--- src/rtl/daq_axis_pkg.sv ---
// -----------------------------------------------------------------------------
// daq_axis_pkg
// Shared types and defaults for the AXI-Stream merge path.
//   arb_state_e  : arbiter FSM states (IDLE, PASS)
//   DEF_*        : default parameter set used by the arbiter and its wrappers
//   rr_index     : cyclic index helper for round-robin searches
// -----------------------------------------------------------------------------
package daq_axis_pkg;

  typedef enum logic {
    IDLE = 1'b0,
    PASS = 1'b1
  } arb_state_e;

  localparam int DEF_N_CH   = 4;
  localparam int DEF_DATA_W = 32;
  localparam int DEF_USER_W = 8;

  // Position 'offset' steps after 'last' on a ring of 'n' entries.
  function automatic int rr_index(input int last, input int offset, input int n);
    return (last + offset) % n;
  endfunction

endpackage

--- src/rtl/axis_reg_slice.sv ---
// -----------------------------------------------------------------------------
// axis_reg_slice
// Two-entry full-throughput register slice (skid buffer) for a valid/ready
// stream carrying an opaque WIDTH-bit word.
//   i_clk, i_rst          : clock, asynchronous active-high reset
//   i_s_data, i_s_valid   : upstream word and valid
//   o_s_ready             : upstream ready (registered: high while skid empty)
//   o_m_data, o_m_valid   : downstream word and valid (registered)
//   i_m_ready             : downstream ready
// One cycle from upstream handshake to o_m_valid; one word per cycle
// sustained. The output word never changes while stalled and o_m_valid only
// falls after a handshake.
// -----------------------------------------------------------------------------
module axis_reg_slice #(
  parameter int WIDTH = 8
) (
  input  logic             i_clk,
  input  logic             i_rst,
  input  logic [WIDTH-1:0] i_s_data,
  input  logic             i_s_valid,
  output logic             o_s_ready,
  output logic [WIDTH-1:0] o_m_data,
  output logic             o_m_valid,
  input  logic             i_m_ready
);

  logic [WIDTH-1:0] r_main_data_p0;
  logic             r_main_vld_p0;
  logic [WIDTH-1:0] r_skid_data_p0;
  logic             r_skid_vld_p0;

  logic w_s_hs;
  logic w_main_free;

  // Ready depends only on the skid register, which breaks the combinational
  // ready path from downstream to upstream.
  assign o_s_ready   = ~r_skid_vld_p0;
  assign w_s_hs      = i_s_valid & ~r_skid_vld_p0;
  assign w_main_free = ~r_main_vld_p0 | i_m_ready;

  // ---- stage p0: main output register plus skid overflow register ----
  always_ff @(posedge i_clk or posedge i_rst) begin
    if (i_rst) begin
      r_main_data_p0 <= '0;
      r_main_vld_p0  <= 1'b0;
      r_skid_data_p0 <= '0;
      r_skid_vld_p0  <= 1'b0;
    end else begin
      if (w_main_free) begin
        if (r_skid_vld_p0) begin
          // Older word in the skid goes out first; upstream was not ready.
          r_main_data_p0 <= r_skid_data_p0;
          r_main_vld_p0  <= 1'b1;
          r_skid_vld_p0  <= 1'b0;
        end else begin
          r_main_vld_p0 <= w_s_hs;
          if (w_s_hs) begin
            r_main_data_p0 <= i_s_data;
          end
        end
      end else if (w_s_hs) begin
        // Output is stalled: the word accepted this cycle parks in the skid.
        r_skid_data_p0 <= i_s_data;
        r_skid_vld_p0  <= 1'b1;
      end
    end
  end

  assign o_m_data  = r_main_data_p0;
  assign o_m_valid = r_main_vld_p0;

endmodule

--- src/rtl/axis_rr_arbiter.sv ---
// -----------------------------------------------------------------------------
// axis_rr_arbiter
// Packet-atomic round-robin merge of N_CH AXI-Stream inputs onto one output.
//   clk, rst                      : clock, asynchronous active-high reset
//   s_tdata/s_tuser               : packed per-channel payload/sideband,
//                                   channel k in slice k
//   s_tvalid/s_tready/s_tlast     : per-channel handshake and end-of-packet
//   m_tdata/m_tuser/m_tlast       : merged beat (through a register slice)
//   m_tvalid/m_tready             : merged handshake
//   m_tid                         : source channel of the current output beat
//   busy, grant_id                : a packet grant is held / granted channel
// An IDLE cycle picks a winner searching from last_grant+1; PASS forwards
// that channel until its tlast beat is accepted. All s_tready are low in
// IDLE, so each packet costs one arbitration cycle.
// -----------------------------------------------------------------------------
module axis_rr_arbiter
  import daq_axis_pkg::*;
#(
  parameter  int N_CH   = DEF_N_CH,
  parameter  int DATA_W = DEF_DATA_W,
  parameter  int USER_W = DEF_USER_W,
  localparam int ID_W   = $clog2(N_CH)
) (
  input  logic                     clk,
  input  logic                     rst,
  input  logic [N_CH*DATA_W-1:0]   s_tdata,
  input  logic [N_CH-1:0]          s_tvalid,
  output logic [N_CH-1:0]          s_tready,
  input  logic [N_CH-1:0]          s_tlast,
  input  logic [N_CH*USER_W-1:0]   s_tuser,
  output logic [DATA_W-1:0]        m_tdata,
  output logic                     m_tvalid,
  input  logic                     m_tready,
  output logic                     m_tlast,
  output logic [USER_W-1:0]        m_tuser,
  output logic [ID_W-1:0]          m_tid,
  output logic                     busy,
  output logic [ID_W-1:0]          grant_id
);

  localparam int WORD_W = DATA_W + 1 + USER_W + ID_W;

  arb_state_e        r_state;
  arb_state_e        w_state_nxt;
  logic [ID_W-1:0]   r_grant_id;
  logic [ID_W-1:0]   w_grant_nxt;
  logic [ID_W-1:0]   r_last_grant;
  logic [ID_W-1:0]   w_last_nxt;

  logic              w_slice_vld;
  logic              w_slice_rdy;
  logic [DATA_W-1:0] w_sel_data;
  logic [USER_W-1:0] w_sel_user;
  logic              w_sel_last;
  logic [WORD_W-1:0] w_slice_in;
  logic [WORD_W-1:0] w_slice_out;

  // First requesting channel after 'last', wrapping; 'last' itself is checked
  // last so a lone requester is re-granted.
  function automatic logic [ID_W-1:0] rr_pick(input logic [N_CH-1:0] req,
                                              input logic [ID_W-1:0] last);
    logic [ID_W-1:0] pick;
    logic [ID_W-1:0] cand;
    logic            found;
    pick  = last;
    found = 1'b0;
    for (int i = 1; i <= N_CH; i++) begin
      cand = ID_W'(rr_index(int'(last), i, N_CH));
      if (!found && req[cand]) begin
        pick  = cand;
        found = 1'b1;
      end
    end
    return pick;
  endfunction

  // Granted-channel payload mux.
  always_comb begin
    w_sel_data = '0;
    w_sel_user = '0;
    w_sel_last = 1'b0;
    for (int k = 0; k < N_CH; k++) begin
      if (ID_W'(k) == r_grant_id) begin
        w_sel_data = s_tdata[k*DATA_W +: DATA_W];
        w_sel_user = s_tuser[k*USER_W +: USER_W];
        w_sel_last = s_tlast[k];
      end
    end
  end

  // Next-state and handshake decode.
  always_comb begin
    w_state_nxt = r_state;
    w_grant_nxt = r_grant_id;
    w_last_nxt  = r_last_grant;
    s_tready    = '0;
    w_slice_vld = 1'b0;
    case (r_state)
      IDLE: begin
        if (|s_tvalid) begin
          w_grant_nxt = rr_pick(s_tvalid, r_last_grant);
          w_state_nxt = PASS;
        end
      end
      PASS: begin
        s_tready[r_grant_id] = w_slice_rdy;
        w_slice_vld          = s_tvalid[r_grant_id];
        // The tlast handshake releases the grant on the same edge.
        if (w_slice_vld && w_slice_rdy && w_sel_last) begin
          w_state_nxt = IDLE;
          w_last_nxt  = r_grant_id;
        end
      end
      default: begin
        w_state_nxt = IDLE;
      end
    endcase
  end

  always_ff @(posedge clk or posedge rst) begin
    if (rst) begin
      r_state      <= IDLE;
      r_grant_id   <= '0;
      r_last_grant <= ID_W'(N_CH - 1);
    end else begin
      r_state      <= w_state_nxt;
      r_grant_id   <= w_grant_nxt;
      r_last_grant <= w_last_nxt;
    end
  end

  assign busy     = (r_state == PASS);
  assign grant_id = r_grant_id;

  // ---- stage p0: output register slice; tid travels inside the word ----
  assign w_slice_in = {w_sel_data, w_sel_last, w_sel_user, r_grant_id};

  axis_reg_slice #(
    .WIDTH (WORD_W)
  ) u_out_slice (
    .i_clk     (clk),
    .i_rst     (rst),
    .i_s_data  (w_slice_in),
    .i_s_valid (w_slice_vld),
    .o_s_ready (w_slice_rdy),
    .o_m_data  (w_slice_out),
    .o_m_valid (m_tvalid),
    .i_m_ready (m_tready)
  );

  assign {m_tdata, m_tlast, m_tuser, m_tid} = w_slice_out;

endmodule
--- config.mk ---
export PLATFORM = sky130hd
export DESIGN_NAME = axis_rr_arbiter
export DESIGN_NICKNAME = d
export VERILOG_FILES = /design/src/rtl/daq_axis_pkg.sv /design/src/rtl/axis_reg_slice.sv /design/src/rtl/axis_rr_arbiter.sv
export SDC_FILE = /design/constraint.sdc
export NUM_CORES = 1
export LEC_CHECK = 0
export ABC_CLOCK_PERIOD_IN_PS = 8910
export BUFFER_PORTS_ARGS = -buffer_cell sky130_fd_sc_hd__buf_2
export CAP_MARGIN = 15
export CORE_MARGIN = 2
export CORE_UTILIZATION = 25
export DETAILED_ROUTE_END_ITERATION = 12
export REMOVE_ABC_BUFFERS = 1
export SYNTH_ARGS = -nofsm -noshare
export SYNTH_HDL_FRONTEND = slang
export SYNTH_SLANG_ARGS = --single-unit
--- constraint.sdc ---
create_clock -name clk -period 8.91 [get_ports clk]
set_input_delay 1.3365 -clock clk [delete_from_list [all_inputs] [get_ports clk]]
set_output_delay 1.3365 -clock clk [all_outputs]
set_load 0.01 [all_outputs]
-- Word level (Yosys, flattened, before mapping)
Index checks and enable logic that the tools add are counted.
- output and inout port bits: 51
- input port bits: 171
- logic and storage cells: 91
- register bits after elaboration: 93
- equal/unequal tests: 3
- reduce and logical (&&, ||, !) cells: 17
- bitwise gates (word level): 7
- mux-type cells: 47
- add/sub/neg operators: 4
- magnitude comparators: 6
- operator list (kind ; number):
    32-bit 2-to-1 mux ; 4
    43-bit 2-to-1 mux ; 2
    8-bit 2-to-1 mux ; 4
    1-bit 2-to-1 mux ; 25
    2-bit by 3-bit < comparator with 1-bit output (second input constant) ; 5
    1-bit binary-select mux with 2-bit select ; 5
    2-bit 2-to-1 mux ; 4
    2-bit AND reduction ; 4
    1-bit logical AND ; 6
    2-bit by 1-bit adder with 2-bit output (second input constant) ; 2
    2-bit adder (second input constant) ; 2
    4-bit AND ; 1
    2-bit equality test (first input constant) ; 2
    4-bit 2-to-1 mux ; 1
    1-bit inverter ; 4
    2-bit nonzero test ; 2
    4-bit OR reduction ; 1
    1-bit logical NOT ; 3
    1-bit demux with 2-bit select ; 1
    1-bit by 2-bit equality test with 1-bit output (first input constant) ; 1
    2-bit by 1-bit greater-or-equal comparator with 1-bit output (second input constant) ; 1
    2-bit logical NOT ; 1
    1-bit case mux with 2 select lines ; 1
    1-bit AND ; 1
    1-bit OR ; 1

-- Longest topological paths before layout
- depth after elaboration: 19
- gate-level depth with buffers: 7
- depth with buffers taken out: 4

-- By module
Synthesis repeated with hierarchy kept, for this count alone.
- cells, all modules: 336
- area total of the unflattened synthesis: 5166.2 um2
- modules (own cells, without submodules) (module ; cells each ; seq. area each (um2) ; instances ; area each (um2)):
    axis_reg_slice ; 239 ; 2202.1 ; 1 ; 3811.2
    axis_rr_arbiter ; 97 ; 127.6 ; 1 ; 1355.0

-- Least setup slack after synthesis
Ideal clock, no wire load.
- path type: input-to-reg
- from: input s_tvalid[3]
- to: register u_out_slice.r_main_data_p0[11] (netlist: u_out_slice.o_m_data[11])
- arrival: 2611 ps
- stages: 6
- required time: 8780 ps
- setup time: 130 ps
- slack: 6169 ps
- path buffers: 2
- path through: mux4_2 > a21oi_2 > or2_1 > buf_4 > buf_6 > o31ai_2
- word-level cells in the longest chain between the ends: 6
- RTL lines (what ; RTL line ; source):
    start, declared ; axis_rr_arbiter.sv:27 ; input logic [N_CH-1:0] s_tvalid,
    1-bit binary-select mux with 2-bit select ; axis_rr_arbiter.sv:107 ; w_slice_vld = s_tvalid[r_grant_id];
    1-bit 2-to-1 mux (not written as such) ; axis_rr_arbiter.sv:107 ;
    1-bit 2-to-1 mux ; axis_rr_arbiter.sv:98 ; case (r_state)
    1-bit AND ; axis_reg_slice.sv:38 ; assign w_s_hs = i_s_valid & ~r_skid_vld_p0;
    2-bit nonzero test (no line) ; - ;
    2-bit AND reduction (no line) ; - ;
    end signal, assigned ; axis_reg_slice.sv:52 ; r_main_data_p0 <= r_skid_data_p0;
    end signal, assigned ; axis_reg_slice.sv:58 ; r_main_data_p0 <= i_s_data;
    end, declared ; axis_reg_slice.sv:27 ; logic [WIDTH-1:0] r_main_data_p0;
No other way between the ends. The select of a mux whose other input is x is not followed.
A chain may end at the register's enable or synchronous reset.

-- Worst setup path in the final report
- from: register r_grant_id[1] (netlist: grant_id[1])
- to: output s_tready[1]
- word-level cells in the longest chain between the ends: 6
- elaborated cells between the ends (all ways): 7
- classes of those cells: 2 x order compare; 3 x mux; 1 x bitwise; 1 x reduce/logical
- RTL lines (what ; RTL line ; source):
    start, declared ; axis_rr_arbiter.sv:45 ; logic [ID_W-1:0] r_grant_id;
    start signal, assigned ; axis_rr_arbiter.sv:127 ; r_grant_id <= w_grant_nxt;
    2-bit by 3-bit < comparator with 1-bit output (not written as such) / 2-bit by 1-bit greater-or-equal comparator with 1-bit output (equally long branches) ; axis_rr_arbiter.sv:106 ; s_tready[r_grant_id] = w_slice_rdy;
    1-bit logical AND (not written as such) ; axis_rr_arbiter.sv:106 ;
    1-bit 2-to-1 mux (not written as such) ; axis_rr_arbiter.sv:106 ;
    1-bit demux with 2-bit select (*) ; axis_rr_arbiter.sv:106 ;
    4-bit AND (no line) (*) ; - ;
    4-bit 2-to-1 mux (*) ; axis_rr_arbiter.sv:98 ;
    end, declared ; axis_rr_arbiter.sv:28 ; output logic [N_CH-1:0] s_tready,
Mark *: on every way between the ends. The rest lies on a longest branch, timed or not.

==> impl_metrics.toml <==
[placement]
postPlaceCellArea_um2 = 6960
io_buffer_count = 221
globalplace.congestion = 0.717
dp.cells = 1058
hpwl_um = 10600

[sta]
maxClockFrequency_mhz = 257
rsz_0062_raised_after_global_routing = "false"
period_minus_slack_ns = 3.89
period_share_pct = 43.6
final.setup_skew_ns = 0.00777
tightestPinTransition_ns = 0.967
finalHoldWorstSlack_ns = 0.480
final-hold-violation-count = 0
max-slew-margin-rel_pct = 35.6
setup_tns_final_ns = 0
timing.final.setup_violations = 0
slew_violations = 0

[status]
outcome = "finished clean"

[synth]
ys_warn_count = 0
synth.area.top_cells = "sky130_fd_sc_hd__dfrtp_1 (40%), sky130_fd_sc_hd__o21ai_0 (11%), sky130_fd_sc_hd__mux2_2 (9.1%)"
post-synth-top-count-cell = "sky130_fd_sc_hd__o21ai_0"
synthCells = 603
synth.top_cells.by_count = "sky130_fd_sc_hd__o21ai_0 (125), sky130_fd_sc_hd__dfrtp_1 (91), sky130_fd_sc_hd__nand2_1 (83)"
synth-edff-count = 0
synth.largest_area_cell = "sky130_fd_sc_hd__dfrtp_1"
mappedNetlistArea_um2 = 5690
ys_dominant_reg_cell = "sky130_fd_sc_hd__dfrtp_1"
ys_seq_elements = 93
ys_types = 31
synth_async_sr_flop_share_pct = 100
yosys.area.top_type_share_pct = 40.0
seq_area_frac_synth_pct = 40.9
postSynthAreaPerCell_um2 = 9.44

[global_route]
grt_pass1_vias = 4872
number_of_antenna_violations_at_the_first_check_in_global_routing = 0
maximum_number_of_pins_on_one_net_before_global_route_repair = 88
grt_usage_pct = 12.8
grt_remaining_overflow = 0
grt_first_pass_wirelength_um = 24600

[setup_path]
slowest_delay_ns = 0.89
endpoint_of_the_most_critical_register_to_register_path = "u_out_slice.o_m_data[25]$_DFFE_PP0P_"
slowest_stage = "sky130_fd_sc_hd__or2_2"
cp.arrival_ns = 2.55
critical_path.top_delay_family = "simple AND/OR/NAND/NOR gates"
crit_path_cell_trace = "buf_4 -> or2_2 -> nor2_1 -> buf_2"
startpoint_type = "flip-flop"
crit_buf_inv = 2
ff2ff_path_depth = 5
rr_startpoint = "grant_id[0]$_DFFE_PP0P_"
reg2reg_setup_slack_ns = 5.61
required_ns = 7.57
worst-setup-path-type = "reg2out"
worst-path-max-fanout = 87
crit_path_end_kind = "output port"

[finish]
area_delta_synth_final_pct = 28.5
final_cells = 1075
nets = 956
layout.core_utilization_pct = 32.5
layout_cell_share_with_drive_strength_beyond_1_pct = 43.0
final_cell_area_um2 = 7310
n_antenna_cell = 0

[detailed_routing]
detail_route.vias_per_cell = 4.63
detail_route.iter0.violations = 126
vias = 4973
drt_pass1_iterations = 4
drt.antenna.violating_nets = 0
detail_route.drc_violations = 0
postRouteWirelength_um = 15400
detail_route.wl_per_cell_um = 14.3

[clock_tree]
cts_tree = "built"
clock_sinks = 93
post-cts-setup-buffer-count = 0
post_cts_resize_count = 0
htreeDepth = 3
clockRootBuffer = "sky130_fd_sc_hd__clkbuf_16"
cts.reportedPaths.clkPinSlew_ns = 0.07
ctsLongestPathBuffers = 2
cts_hold_buf = 0
cts-buffers-inserted = 9
clk_latency_ns = 0.34

[hold_path]
holdCritStartpoint = "u_out_slice.r_skid_data_p0[40]$_DFFE_PP0P_"
worstHoldPathCells = 2
holdPathEnd = "u_out_slice.r_skid_data_p0[40]$_DFFE_PP0P_"
hold_path_class = "reg2reg"

[die]
placement_rows = 55
floorplan.die_area_um2 = 24000
initial_utilization_pct = 25.3
chipHeight_um = 155
boundary_pins = 222
core_um2 = 22500
die_x_um = 155

[power_and_ir_drop]
p_leak_nw = 3.46
worst_ir_drop_vdd_mv = 0.290
power_per_cell_area_nw_per_um2 = 352

[flow_run]
maxCapViolCount = 0
state kept, by name (all words and copies together) (netlist names):
register and count:
busy 1, r_last_grant 2, grant_id 2, u_out_slice.o_m_valid 1
u_out_slice.r_skid_data_p0 43, u_out_slice.r_skid_vld_p0 1, u_out_slice.o_m_data 43
layer usage:
metal	up-vias	wire, um	share of wire (%)	global-route usage, %
met3	10	900	5.8	3.62
met2	144	7380	48	22.0
li1	2536	-	-	-
met4	0	96	0.62	2.29
met5	-	0	0	0
met1	2283	7040	46	16.1
cell type report:
class	count	area (um2)
Clock buffer	9	225
Clock inverter	7	96.3
Fill cell	2365	15200
Inverter	4	17.5
Multi-Input combinational cell	447	3090
Sequential cell	93	2340
Tap cell	285	357
Timing Repair Buffer	230	1190
how the worst max path moves through the flow:
stage / from / to / slack, ns / cells after the start
6_report: grant_id[1]$_DFFE_PP0P_ / s_tready[1] / 5.02 / 4
5_1_grt: grant_id[1]$_DFFE_PP0P_ / s_tready[1] / 4.72 / 4
4_1_cts: s_tvalid[3] / u_out_slice.o_m_data[25]$_DFFE_PP0P_ / 4.86 / 6
3_5_place_dp: s_tvalid[3] / u_out_slice.o_m_data[25]$_DFFE_PP0P_ / 4.48 / 6
3_3_place_gp: s_tvalid[3] / u_out_slice.o_m_data[2]$_DFFE_PP0P_ / 4.49 / 6
2_1_floorplan: grant_id[0]$_DFFE_PP0P_ / u_out_slice.r_skid_data_p0[0]$_DFFE_PP0P_ / 3.34 / 3
report_power, final:
group	total, mW	switching, mW	internal [mW]
Sequential	0.784	0.143	0.641
Combinational	1.37	0.785	0.587
Clock	0.417	0.169	0.247
Total	2.57	1.10	1.48
placed cells by master, fill, tap and decap left out, drive strengths merged, types with 3 or more instances in the layout:
master | synthesis | layout
inv | 4 | 6
clkbuf | 38 | 9
nor2b | 44 | 44
o22ai | 42 | 42
o31ai | 40 | 40
clkinv | 0 | 3
mux2 | 46 | 46
nand2 | 83 | 83
o21ai | 129 | 129
dfrtp | 91 | 91
mux2i | 42 | 42
buf | 21 | 230
nor2 | 6 | 6
stage by stage:
stage | power, mW | setup slack, ns
floorplan | 1.75 | 3.34
global placement | 2.14 | 4.49
detailed placement | 2.18 | 4.48
CTS | 2.61 | 4.86
global route | 2.81 | 4.72
finish | 2.57 | 5.02
worst min-delay path, cell delays in order, from the launching register on:
cell	delay, ns
sky130_fd_sc_hd__dfrtp_1	0.34
sky130_fd_sc_hd__nand2_1	0.05
sky130_fd_sc_hd__o21ai_0	0.06
cells by family (layout without fill, tap and decap cells):
family / after synthesis / count (layout) / share of synthesized area [%]
AOI/OAI and AO/OA: 216 / 216 / 25.0
and+or+nand+nor: 141 / 141 / 11.7
DFF: 93 / 93 / 40.9
muxes: 90 / 90 / 17.3
buffers and inverters: 63 / 250 / 5.10
Power figures use the tool's default switching activity.
